File: config.mk
export PLATFORM = sky130hd
export DESIGN_NAME = ebs_watchdog
export DESIGN_NICKNAME = d
export VERILOG_FILES = /design/src/rtl/ebs_watchdog.sv
export SDC_FILE = /design/constraint.sdc
export NUM_CORES = 1
export LEC_CHECK = 0
export ABC_AREA = 1
export BUFFER_PORTS_ARGS = -buffer_cell sky130_fd_sc_hd__clkbuf_2
export CORE_AREA = 2 2 56 71
export DETAILED_ROUTE_END_ITERATION = 12
export DIE_AREA = 0 0 58 73
export GPL_TIMING_DRIVEN = 0
export SLEW_MARGIN = 20
export SYNTH_ARGS = -nofsm -noshare
export SYNTH_HDL_FRONTEND = slang
export SYNTH_SLANG_ARGS = --single-unit
export TNS_END_PERCENT = 50
File: constraint.sdc
create_clock -name Clock -period 1.8 [get_ports Clock]
set_input_delay 0.18 -clock Clock [delete_from_list [all_inputs] [get_ports Clock]]
set_output_delay 0.18 -clock Clock [all_outputs]
set_load 0.01 [all_outputs]
File: src/rtl/ebs_watchdog.sv
// ebs_watchdog: heartbeat watchdog feeding the SDC Watchdog input.
// The heartbeat is a toggle signal, so every transition counts as one beat.
// Watchdog is high only in RUN. Losing the heartbeat latches TRIPPED, and
// leaving TRIPPED requires an explicit Rearm followed by a fresh arming.
// Optional feature: define EBS_WDG_MIN_PERIOD_CHECK_EN to trip on
// heartbeat edges that arrive closer together than MIN_PERIOD cycles.
module ebs_watchdog #(
  parameter int TIMEOUT_CYCLES = 100,
  parameter int MIN_PERIOD     = 10,
  parameter int ARM_EDGES      = 3
) (
  input  logic       Clock,
  input  logic       Power_on_Reset,
  input  logic       Heartbeat,
  input  logic       Rearm,
  output logic       Watchdog,
  output logic       Watchdog_tripped,
  output logic [7:0] Trip_count
);

  localparam int CW = $clog2(TIMEOUT_CYCLES + 1);
  // The arm counter only needs to hold 0..ARM_EDGES-1, because reaching
  // ARM_EDGES moves straight to RUN.
  localparam int AW = (ARM_EDGES > 1) ? $clog2(ARM_EDGES) : 1;

  localparam logic [CW-1:0] CNT_MAX  = CW'(TIMEOUT_CYCLES);
  localparam logic [CW-1:0] CNT_LAST = CW'(TIMEOUT_CYCLES - 1);
  localparam logic [AW-1:0] ARM_LAST = AW'(ARM_EDGES - 1);

  // Reject parameter sets that would make the timing rules meaningless.
  if (TIMEOUT_CYCLES < 4 || ARM_EDGES < 1 || MIN_PERIOD >= TIMEOUT_CYCLES) begin : g_bad_params
    $error("ebs_watchdog: illegal parameter combination");
  end

  typedef enum logic [1:0] {
    ARMING  = 2'd0,
    RUN     = 2'd1,
    TRIPPED = 2'd2
  } state_t;

  logic          hb_sync1, hb_sync2, hb_prev;
  logic          hb_edge;
  logic [CW-1:0] cnt, cnt_n;
  logic [AW-1:0] arm_cnt, arm_cnt_n;
  state_t        state, state_n;
  logic          trip_inc;

  // Synchronize the asynchronous heartbeat and keep its previous value.
  // NOTE: non-blocking assignments make every flop sample the old value of
  // the one before it, so this really is a three-stage shift chain.
  always_ff @(posedge Clock or posedge Power_on_Reset) begin
    if (Power_on_Reset) begin
      hb_sync1 <= 1'b0;
      hb_sync2 <= 1'b0;
      hb_prev  <= 1'b0;
    end else begin
      hb_sync1 <= Heartbeat;
      hb_sync2 <= hb_sync1;
      hb_prev  <= hb_sync2;
    end
  end

  // Any transition of the synchronized heartbeat is one beat.
  assign hb_edge = hb_sync2 ^ hb_prev;

  // Next-state logic: arming, healthy run and the latched trip.
  // NOTE: every signal gets a default before the case statement, so no path
  // leaves a value unassigned and no latch is inferred.
  always_comb begin
    state_n   = state;
    arm_cnt_n = arm_cnt;
    trip_inc  = 1'b0;
    unique case (state)
      ARMING: begin
        if (cnt == CNT_MAX) begin
          // Too slow to arm: start over. This is never a trip.
          arm_cnt_n = '0;
        end else if (hb_edge) begin
          if (arm_cnt == ARM_LAST) begin
            state_n   = RUN;
            arm_cnt_n = '0;
          end else begin
            arm_cnt_n = arm_cnt + 1'b1;
          end
        end
      end
      RUN: begin
        if (!hb_edge && cnt == CNT_LAST) begin
          state_n  = TRIPPED;
          trip_inc = 1'b1;
        end
`ifdef EBS_WDG_MIN_PERIOD_CHECK_EN
        // An edge with cnt+1 < MIN_PERIOD means the source is oscillating.
        else if (hb_edge && cnt < CW'(MIN_PERIOD - 1)) begin
          state_n  = TRIPPED;
          trip_inc = 1'b1;
        end
`endif
      end
      TRIPPED: begin
        if (Rearm) begin
          state_n   = ARMING;
          arm_cnt_n = '0;
        end
      end
      default: begin
        state_n   = ARMING;
        arm_cnt_n = '0;
      end
    endcase
  end

  // Cycles since the last beat. Every state entry restarts the count, so
  // each state measures time from its own start.
  always_comb begin
    cnt_n = cnt;
    if (state_n != state || hb_edge) begin
      cnt_n = '0;
    end else if (cnt != CNT_MAX) begin
      cnt_n = cnt + 1'b1;
    end
  end

  // State, counters and registered outputs. The outputs are decoded from the
  // next state, which keeps them aligned with the state register.
  always_ff @(posedge Clock or posedge Power_on_Reset) begin
    if (Power_on_Reset) begin
      state            <= ARMING;
      cnt              <= '0;
      arm_cnt          <= '0;
      Watchdog         <= 1'b0;
      Watchdog_tripped <= 1'b0;
      Trip_count       <= 8'd0;
    end else begin
      state            <= state_n;
      cnt              <= cnt_n;
      arm_cnt          <= arm_cnt_n;
      Watchdog         <= (state_n == RUN);
      Watchdog_tripped <= (state_n == TRIPPED);
      if (trip_inc && Trip_count != 8'hFF) begin
        Trip_count <= Trip_count + 8'd1;
      end
    end
  end

endmodule

# Yosys cells after proc, flatten, opt, wreduce, memory -nomap -nowiden
# Cells that the tools add are included.
# Widths: inputs -> output; s select.
[word_totals] register_bits=24 in_bits=4 out_inout_bits=10
[classes] add_sub_neg=3 eq_ne=12 mux=15 bitwise_logic=2 n_reduce_logical=7
[ops] cell="$mux 2" n=9
[ops] cell="$eq 7x7->1 const B" n=2
[ops] cell="$mux 7" n=2
[ops] cell="$pmux 2 s3" n=2
[ops] cell="$add 8x1->8 const B" n=1
[ops] cell="$ne 8x8->1 const B" n=1
[ops] cell="$add 7x1->7 const B" n=1
[ops] cell="$ne 7x7->1 const B" n=1
[ops] cell="$eq 2x2->1 const B" n=3
[ops] cell="$eq 2x1->1 const B" n=2
[ops] cell="$ne 3x3->1 const B" n=1
[ops] cell="$reduce_and 3->1" n=1
[ops] cell="$add 2x1->2 const B" n=1
[ops] cell="$logic_and 1x1->1" n=2
[ops] cell="$logic_not 2->1" n=1
[ops] cell="$mux 1" n=2
[ops] cell="$ne 2x2->1" n=1
[ops] cell="$ne 2x2->1 const B" n=1
[ops] cell="$reduce_bool 2->1" n=1
[ops] cell="$logic_not 1->1" n=1
[ops] cell="$logic_or 1x1->1" n=1
[ops] cell="$not 1->1" n=1
[ops] cell="$xor 1x1->1" n=1

# Depth between registers and ports, before layout
# Gate-level depths: netlist (run 1).
[logic_depth] ltp_word=8 mapped_depth=8

# Worst setup path after synthesis (run 1)
# No wires, ideal clock.
[synth_path] path_kind="register -> register" from="register Trip_count[0]" to="register Trip_count[6]" arrival_time_ps=1204 required_ps=1682 setup_slack_ps=479 path_stages_with_launch=8 period_less_slack_ps=1321 path_cell_list="dfrtp_1 > ha_1 > inv_1 > nor2_2 > nand2_2 > nand4_4 > nand2_1 > nand2_1"
[synth_between] elab_chain_cells=2
[synth_rtl] element="start, declared" line="18" source="output logic [7:0] Trip_count"
[synth_rtl] element="start signal, assigned" line="141" source="Trip_count <= Trip_count + 8'd1;"
[synth_rtl] element="branches (longest 2 deep; another with $add 8x1->8)"
# Several ways; the timed one is not identified.
# A chain may end at the register's enable or synchronous reset.

# Worst setup path after layout (run 1)
[layout_path] from="register Trip_count[0]" to="register Trip_count[1]"
# The elaborated chain is that of the path after synthesis.

==> metrics, run 1 <==
Core ar. around 3600 um^2; IO Port Bufs 13; Hold WC Path Type in2reg; HPWL after DPL approximately 1900 um; # H-tree levels 1; commonest non-fill, non-tap cell in the layout nand2_1; CP Launch Type flop; synthesis-stage register bit count 24; worst-path fanout max 9; RSZ-0062 raised after global routing no; status finished, final reports clean; full die area 4230 um^2; antenna cells 0; Cell variety after synth 22; R2R setup slack 0.36 ns; die height roughly 73 um; fin crit period 1.44 ns; hold path endpoint hb_sync1; largest net degree at the start of global routing 25; # setup viols final 0; Clk Latency, worst-skew pair 0.27 ns; DP Area 1510 um^2; Max-slew headroom 39.2%; Final Cycle Share approximately 80%; initial antenna violation count 0; Crit-path slowest cell dfrtp_1; Reg-to-Reg End Trip_count[1]; VDD IR-drop max 567 uV; clk_skew 0.00598 ns; cts hold-fix bufs 0; root buf cell clkbuf_8; CP arrival 1.60 ns; sequential cell area fraction in the yosys report between 40 and 50%; hold wc startpoint Heartbeat; CTS Buf Count 3; crit-path max cell delay 0.44 ns; WHS 0.0139 ns; Cell Area, Synth roughly 1400 um^2; residual DRC count 0; CTS sink count 24; Clock Tree Buf Depth 2; post_cts resized 0; die width 58 um; WS Path Type reg2reg; Setup Buffers After CTS 0; pwr dens 858 nW/um^2; WHS Path Cells 1; gpl congestion 0.790; fmax between 0.6 and 0.7 GHz; actual slew at the worst max-slew pin about 0.91 ns; Worst Reg-to-Reg Cells 7; Static Leak 0.784 nW; final WL 2500 um; total grt overflow 0; Layout area overhead 13.4%; WL/cell 10.7 um; post-route cell area 1580 um^2; drt first pass iters 4; first-pass GRT wire length 4510 um; GRT Total Usage approximately 14%; Synth Instances 176; Avg Inst Size Synth approximately 8 um^2; DR vias/cell 4.80; Overall Power 1.35 mW; CP endpoint kind flop; share of cells above drive strength 1 18.7%; clk slew on worst S/H paths about 0.090 ns; Cell Chain, Critical Path ha_1 -> inv_1 -> nor2_2 -> nand2_2 -> nand4_4 -> nand2_1 -> nand2_1; Max Slew Vio Count 0; Bufs and invs on worst path 1; leading cell types in the layout, fill and taps excluded 56 x nand2_1, 24 x dfrtp_1, 21 x inv_1, 18 x nor2_1, 13 x clkbuf_2; CTS tree done; RR Startpoint Trip_count[0]; CP top delay family simple AND/OR/NAND/NOR gates; # IOs 14; Final Util a little over two fifths; Yosys warnings 0; row cnt 25; nets approximately 200; syn nets roughly 180; FILL cells 386; DRT antenna net count 0; TNS Setup 0 ns; initial core utilization roughly two fifths; Critical Path RT 1.96 ns; First DRT Iteration DRCs 44; max cap viols 0; Final Hold Fails 0; DR vias around 1100; vias in the first global route 1050; most used cell, CP nand2_1
-- registers in the layout, summed over array words and instances (netlist names) --
name and flops:
arm_cnt 2, state 2, cnt 7, Watchdog_tripped 1, Trip_count 8, Watchdog 1, hb_sync1 1, hb_sync2 1
hb_prev 1
-- synthesized netlist by cell type --
cell      number  area [um^2]
nand2_1       56          210
dfrtp_1       24          601
inv_1         21         78.8
nor2_1        18         67.6
nand3_1       10         50.1
nand4_1        9         56.3
o21ai_0        7         35.0
ha_1           3         37.5
inv_2          3         11.3
nand3b_1       3         22.5
nor2_2         3         18.8
nor2_4         3         33.8
xor2_1         3         26.3
a21oi_1        2         10.0
nand2_2        2         12.5
nand2_4        2         22.5
nand3_2        2         20.0
nand3_4        1         17.5
nand4_4        1         21.3
nor2_8         1         20.0
o21ai_2        1         8.76
xnor2_1        1         8.76
-- worst max path at each step --
| stage | from | to | slack [ns] | depth (start not counted) |
|---|---|---|---|---|
| floorplan | Trip_count[0] | Trip_count[6] | 0.48 | 7 |
| global placement | Trip_count[0] | Trip_count[1] | 0.37 | 7 |
| detailed placement | Trip_count[0] | Trip_count[1] | 0.37 | 7 |
| CTS | Trip_count[0] | Trip_count[1] | 0.35 | 7 |
| global route | cnt[0] | Trip_count[6] | 0.17 | 7 |
| finish | Trip_count[0] | Trip_count[1] | 0.36 | 7 |
-- where the power goes --
group	leakage, nW	internal [mW]	total (mW)	switching (mW)
Clock	0.0357	0.297	0.469	0.172
Sequential	0.320	0.585	0.618	0.0321
Combinational	0.429	0.0838	0.266	0.182
Total	0.784	0.966	1.35	0.386
-- cell families after synthesis --
logic type	after synthesis	synth area share [%]
buf+inv	24	6.48
compound gates	10	3.87
simple gates	111	41.2
fa+ha+maj	3	2.70
xor+xnor	4	2.52
flops	24	43.2
-- through the flow --
step / setup WS [ns] / std cells
finish: 0.359 / 233
global route: 0.171 / 233
CTS: 0.348 / 233
detailed placement: 0.369 / 229
global placement: 0.370 / 229
floorplan: 0.479 / 176
-- layout make-up --
class	instances	area, um^2	area share, %
timing repair buffer	13	65.1	4.13
sequential	24	601	38.1
tap	40	50.0	3.17
clock buffer	3	41.3	2.62
inverter	24	90.1	5.71
multi-input combinational	128	699	44.4
clock inverter	1	30.0	1.90
-- per-layer routing --
metal  share of wire, %  vias to the layer above  wire (um)  GRT usage (%)
met5                  0                        -          0              0
met4                1.8                        0         46           6.20
met3                2.0                        5         51           2.66
met2                 49                       10       1230           23.9
met1                 47                      511       1170           16.4
li1                   -                      593          -              -
(Power assumes the default switching activity.)
==> run 2, diff against run 1 <==
Clock period 1.8 ns to 1.2 ns, I/O delays scaled along.
==> run 2 against run 1 <==
Effect of this change: flip-flop and latch count unchanged; clock skew down 0.0043 ns; clock power is 17% higher; the run now ends with setup timing left; combinational power up 81%; critical path depth decreased by 1; cell area rose by 9.9%; worst hold slack improved by 0.0062 ns; highest routed layer unchanged; power is 45% higher; largest cell class unchanged; largest power group unchanged; critical path type unchanged; sequential power up 50%; critical endpoint unchanged.
==> metrics, run 2 (same netlist as run 1, synthesis figures left out) <==
total grt overflow 0; Max Slew Vio Count 0; Reg area 606 um^2; root buf cell clkbuf_8; FILL cells 369; fmax about 0.77 GHz; pwr dens 1130 nW/um^2; final WL 2730 um; residual DRC count 0; Core ar. 3630 um^2; DR vias/cell between 4 and 5; die width 58 um; WL/cell 11.1 um; Final Hold Fails 0; full die area about 4200 um^2; CTS Buf Count 3; DRT antenna net count 0; failing checks setup timing; row cnt 25; CP Launch Type flop; Layout area overhead 24.7%; drt first pass iters 4; CP arrival 1.45 ns; R2R setup slack -0.09 ns; # setup viols final 20; clk slew on worst S/H paths 0.08 ns; DR vias 1167; RSZ-0062 raised after global routing yes; # H-tree levels 1; Hold WC Path Type in2async; Worst Setup SP cnt[0]; crit-path max cell delay 0.42 ns; Crit-path slowest cell dfrtp_2; largest net degree at the start of global routing 25; initial core utilization 38.3%; WHS roughly 0.02 ns; nets 213; CTS tree done; Reg-to-Reg End Trip_count[1]; RR Startpoint cnt[0]; Overall Power 1.96 mW; most used cell, CP nand2_1; first-pass GRT wire length 4860 um; Final Cycle Share 108%; GRT Total Usage 14.7%; max FFs per register 8; Static Leak 0.843 nW; VDD IR-drop max 646 uV; gpl congestion 0.748; max cap viols 0; status finished, violations left; Top Registers Trip_count x8, cnt x7; leading cell types in the layout, fill and taps excluded 54 x nand2_1, 20 x dfrtp_1, 17 x inv_1, 17 x nor2_1, 13 x clkbuf_2; clk_skew 0.00173 ns; worst-path fanout max 8; commonest non-fill, non-tap cell in the layout nand2_1; Critical Path RT 1.36 ns; Cell Chain, Critical Path ha_4 -> nand3_4 -> nor2_4 -> nand4_4 -> nand2_1 -> nand2_1; IO Port Bufs 13; Setup WS pre-CTS -0.152 ns; Clk Latency, worst-skew pair 0.26 ns; WS Path Type reg2reg; Worst Reg-to-Reg Cells 6; First DRT Iteration DRCs 54; Final Util ~48%; actual slew at the worst max-slew pin 0.899 ns; initial antenna violation count 0; crit path to Trip_count[1]; die height around 73 um; multi-input combinational cell area 782 um^2; CP endpoint kind flop; fin crit period 1.29 ns; Clock Tree Buf Depth 2; Top reg by flops Trip_count; share of cells above drive strength 1 30.7%; CTS sink count 24; Setup WS post-layout -0.0911 ns; HPWL after DPL ~1900 um; vias in the first global route 1102; # IOs 14; Max-slew headroom between 40% and 50%; antenna cells 0
[run 2: cell count changes in the layout (fill, tap and decap cells not counted), moves of 4 or more]
cell     change
dfrtp_2      +4
dfrtp_1      -4
inv_2        +4
buf_4       +10
inv_1        -4
[run 2: repair_timing]
item | 4_1_cts | 5_1_grt
pin swaps | 9 | 10
gates cloned | 1 | 0
hold buffers | 1 | 0
buffers inserted | 7 | 3
resized for setup | 16 | 3
setup endpoints to repair | 20 | 21
hold endpoints to repair | 1 | 0
[run 2: where the power goes]
group | internal (mW) | switching, mW
Combinational | 0.172 | 0.309
Clock | 0.293 | 0.254
Sequential | 0.880 | 0.0508
Total | 1.34 | 0.613
[run 2: worst min path at each step]
stage               cells after the start       endpoint           start  slack, ns
finish                                  2        hb_prev  Power_on_Reset       0.02
global placement                        1       hb_sync1       Heartbeat       0.23
global route                            2        hb_prev  Power_on_Reset       0.12
CTS                                     2         cnt[2]  Power_on_Reset       0.07
detailed placement                      1       hb_sync1       Heartbeat       0.23
floorplan                               1  Trip_count[2]  Power_on_Reset       0.13
[run 2: final cells by class]
| cell class | count | share of cell area (%) |
|---|---|---|
| Multi-Input combinational cell | 129 | 45.1 |
| Inverter | 24 | 5.20 |
| Clock buffer | 4 | 3.18 |
| Sequential cell | 24 | 34.9 |
| Tap cell | 40 | 2.89 |
| Timing Repair Buffer | 24 | 8.66 |
[run 2: critical path: cells and delay by family, from the launching register on]
kind | cells | cell delay (ns)
and+or+nand+nor | 5 | 0.59
DFF | 1 | 0.42
adders and majority gates | 1 | 0.18
[run 2: through the flow]
step | instance area, um^2 | instances | setup TNS (ns)
floorplan | 1420 | 176 | -0.0493
finish | 1730 | 245 | -1.11
global placement | 1530 | 229 | -2.38
global route | 1730 | 245 | -2.76
CTS | 1710 | 242 | -1.07
detailed placement | 1530 | 229 | -2.38
[run 2: metal layers]
metal / share of wire [%] / wire length, um / vias to the layer above / global-route usage, %
met1: 44 / 1200 / 535 / 17.6
met2: 54 / 1470 / 8 / 27.1
met3: 1.6 / 44 / 2 / 2.13
met5: 0 / 0 / - / 0
met4: 0.48 / 13 / 0 / 3.88
li1: - / - / 622 / -
==> run 3, diff against run 2 <==
Settings changed: SLEW_MARGIN 20 to 30.
Clock period 1.2 ns to 1.6 ns, I/O delays scaled along.
==> run 3 against run 2 <==
Effect of this change: critical endpoint unchanged; the run now ends clean; clock-buffer cell count fell by 1; clock skew rose by 0.0043 ns; flip-flop and latch count did not move; worst hold slack improved by 0.19 ns; maximum frequency fell by 10%; final cell count fell by 4.1%; global-route usage fell by 0.91 points; sequential share of layout area rose by 2.6 points; cell area fell by 7.7%.
==> metrics, run 3 (same netlist as run 1, synthesis figures left out) <==
status finished, final reports clean; die width approximately 58 um; largest net degree at the start of global routing 25; CP Launch Type flop; pwr dens 954 nW/um^2; leading cell types in the layout, fill and taps excluded 56 x nand2_1, 24 x dfrtp_1, 20 x inv_1, 18 x nor2_1, 13 x clkbuf_2; Worst Setup SP Trip_count[0]; actual slew at the worst max-slew pin 0.507 ns; Layout area overhead 15.0%; residual DRC count 0; WS Path Type reg2reg; final WL 2510 um; R2R setup slack roughly 0.16 ns; Worst Reg-to-Reg Cells 7; initial core utilization a little under two fifths; hold path endpoint Watchdog_tripped; total grt overflow 0; DR vias 1128; row cnt 25; CTS sink count 24; Crit-path slowest cell dfrtp_1; WL/cell around 11 um; CTS tree done; fmax 0.694 GHz; commonest non-fill, non-tap cell in the layout nand2_1; CP endpoint kind flop; Reg area 601 um^2; CP arrival about 1.6 ns; hold wc startpoint Rearm; Bufs and invs on worst path 1; worst-path fanout max 9; Top reg by flops Trip_count; CTS Buf Count 3; Clk Latency, worst-skew pair 0.27 ns; Static Leak 0.789 nW; gpl congestion between 0.7 and 0.8; WHS 0.210 ns; multi-input combinational cell area 702 um^2; most used cell, CP nand2_1; Final Hold Fails 0; # H-tree levels 1; die height 73 um; Core ar. 3630 um^2; WHS Path Cells 3; Top Registers Trip_count x8, cnt x7; fin crit period 1.44 ns; Final Cycle Share 90.1%; Reg-to-Reg End Trip_count[1]; RR Startpoint Trip_count[0]; Clock Tree Buf Depth 2; VDD IR-drop max 639 uV; Setup WS post-layout 0.159 ns; TNS Setup 0 ns; full die area 4230 um^2; Critical Path RT roughly 1.8 ns; # IOs 14; Cell Chain, Critical Path ha_1 -> inv_1 -> nor2_2 -> nand2_2 -> nand4_4 -> nand2_1 -> nand2_1; drt first pass iters 4; first-pass GRT wire length 4510 um; max cap viols 0; nets 203; antenna cells 0; clk slew on worst S/H paths ~0.09 ns; crit-path max cell delay 0.44 ns; placed insts 229; vias in the first global route 1050; Setup WS pre-CTS roughly 0.17 ns; HPWL after DPL 1890 um; Final Util 44.1%; FILL cells roughly 390; RSZ-0062 raised after global routing no; GRT Total Usage 13.8%; CP top delay family simple AND/OR/NAND/NOR gates; initial antenna violation count 0; clk_skew 0.00599 ns; Hold WC Path Type in2reg; # setup viols final 0; root buf cell clkbuf_8; max FFs per register 8; Max Slew Vio Count 0; First DRT Iteration DRCs 50; share of cells above drive strength 1 19.5%; Max-slew headroom 66.1%; IO Port Bufs 13; DRT antenna net count 0; DR vias/cell 4.80; fin cells 235
-- run 3: changes by cell type in the layout (fill, tap and decap cells not counted), sizes merged --
cell,previous run,this run
clkbuf,17,16
bufinv,0,1
buf,10,0
nand2,61,60
dlygate4sd3,1,2
-- run 3: timing repair --
item                                   in CTS  in global routing
resized for setup                           0                  1
setup endpoints to repair                   0                  1
buffers inserted                            0                  0
hold buffers                                1                  1
endpoints found under the hold margin       1                 24
-- run 3: layout make-up --
class / instances / area share (%)
tap: 40 / 3.13
inverter: 24 / 5.63
multi-input combinational: 128 / 43.9
clock buffer: 3 / 2.58
sequential: 24 / 37.6
timing repair buffer: 15 / 5.32
clock inverter: 1 / 1.88
-- run 3: worst max path at each step --
stage                    endpoint  slack [ns]  depth (start not counted)
finish              Trip_count[1]        0.16                          7
global route        Trip_count[1]        0.02                          7
CTS                 Trip_count[1]        0.15                          7
detailed placement  Trip_count[1]        0.17                          7
global placement    Trip_count[1]        0.17                          7
floorplan           Trip_count[6]        0.28                          7
-- run 3: metal layers --
metal | routed length (um) | vias to the layer above | GRT usage, %
li1 | - | 598 | -
met5 | 0 | - | 0
met3 | 51 | 5 | 2.66
met2 | 1240 | 10 | 23.9
met4 | 46 | 0 | 6.20
met1 | 1170 | 515 | 16.4
-- run 3: metrics by stage --
| stage | total power, mW | instance area (um^2) |
|---|---|---|
| 2_1_floorplan | 0.940 | 1390 |
| 3_3_place_gp | 1.00 | 1510 |
| 3_5_place_dp | 1.01 | 1510 |
| 4_1_cts | 1.54 | 1590 |
| 5_1_grt | 1.62 | 1600 |
| 6_report | 1.53 | 1600 |
-- run 3: worst reg2reg max path, cell delays in order (launching register included) --
cell,delay (ns)
dfrtp_1,0.44
ha_1,0.26
inv_1,0.07
nor2_2,0.05
nand2_2,0.18
nand4_4,0.19
nand2_1,0.10
nand2_1,0.05
-- run 3: where the power goes --
group | internal, mW | total (mW) | switching, mW
combinational | 0.0979 | 0.304 | 0.206
clock | 0.334 | 0.527 | 0.193
sequential | 0.659 | 0.695 | 0.0363
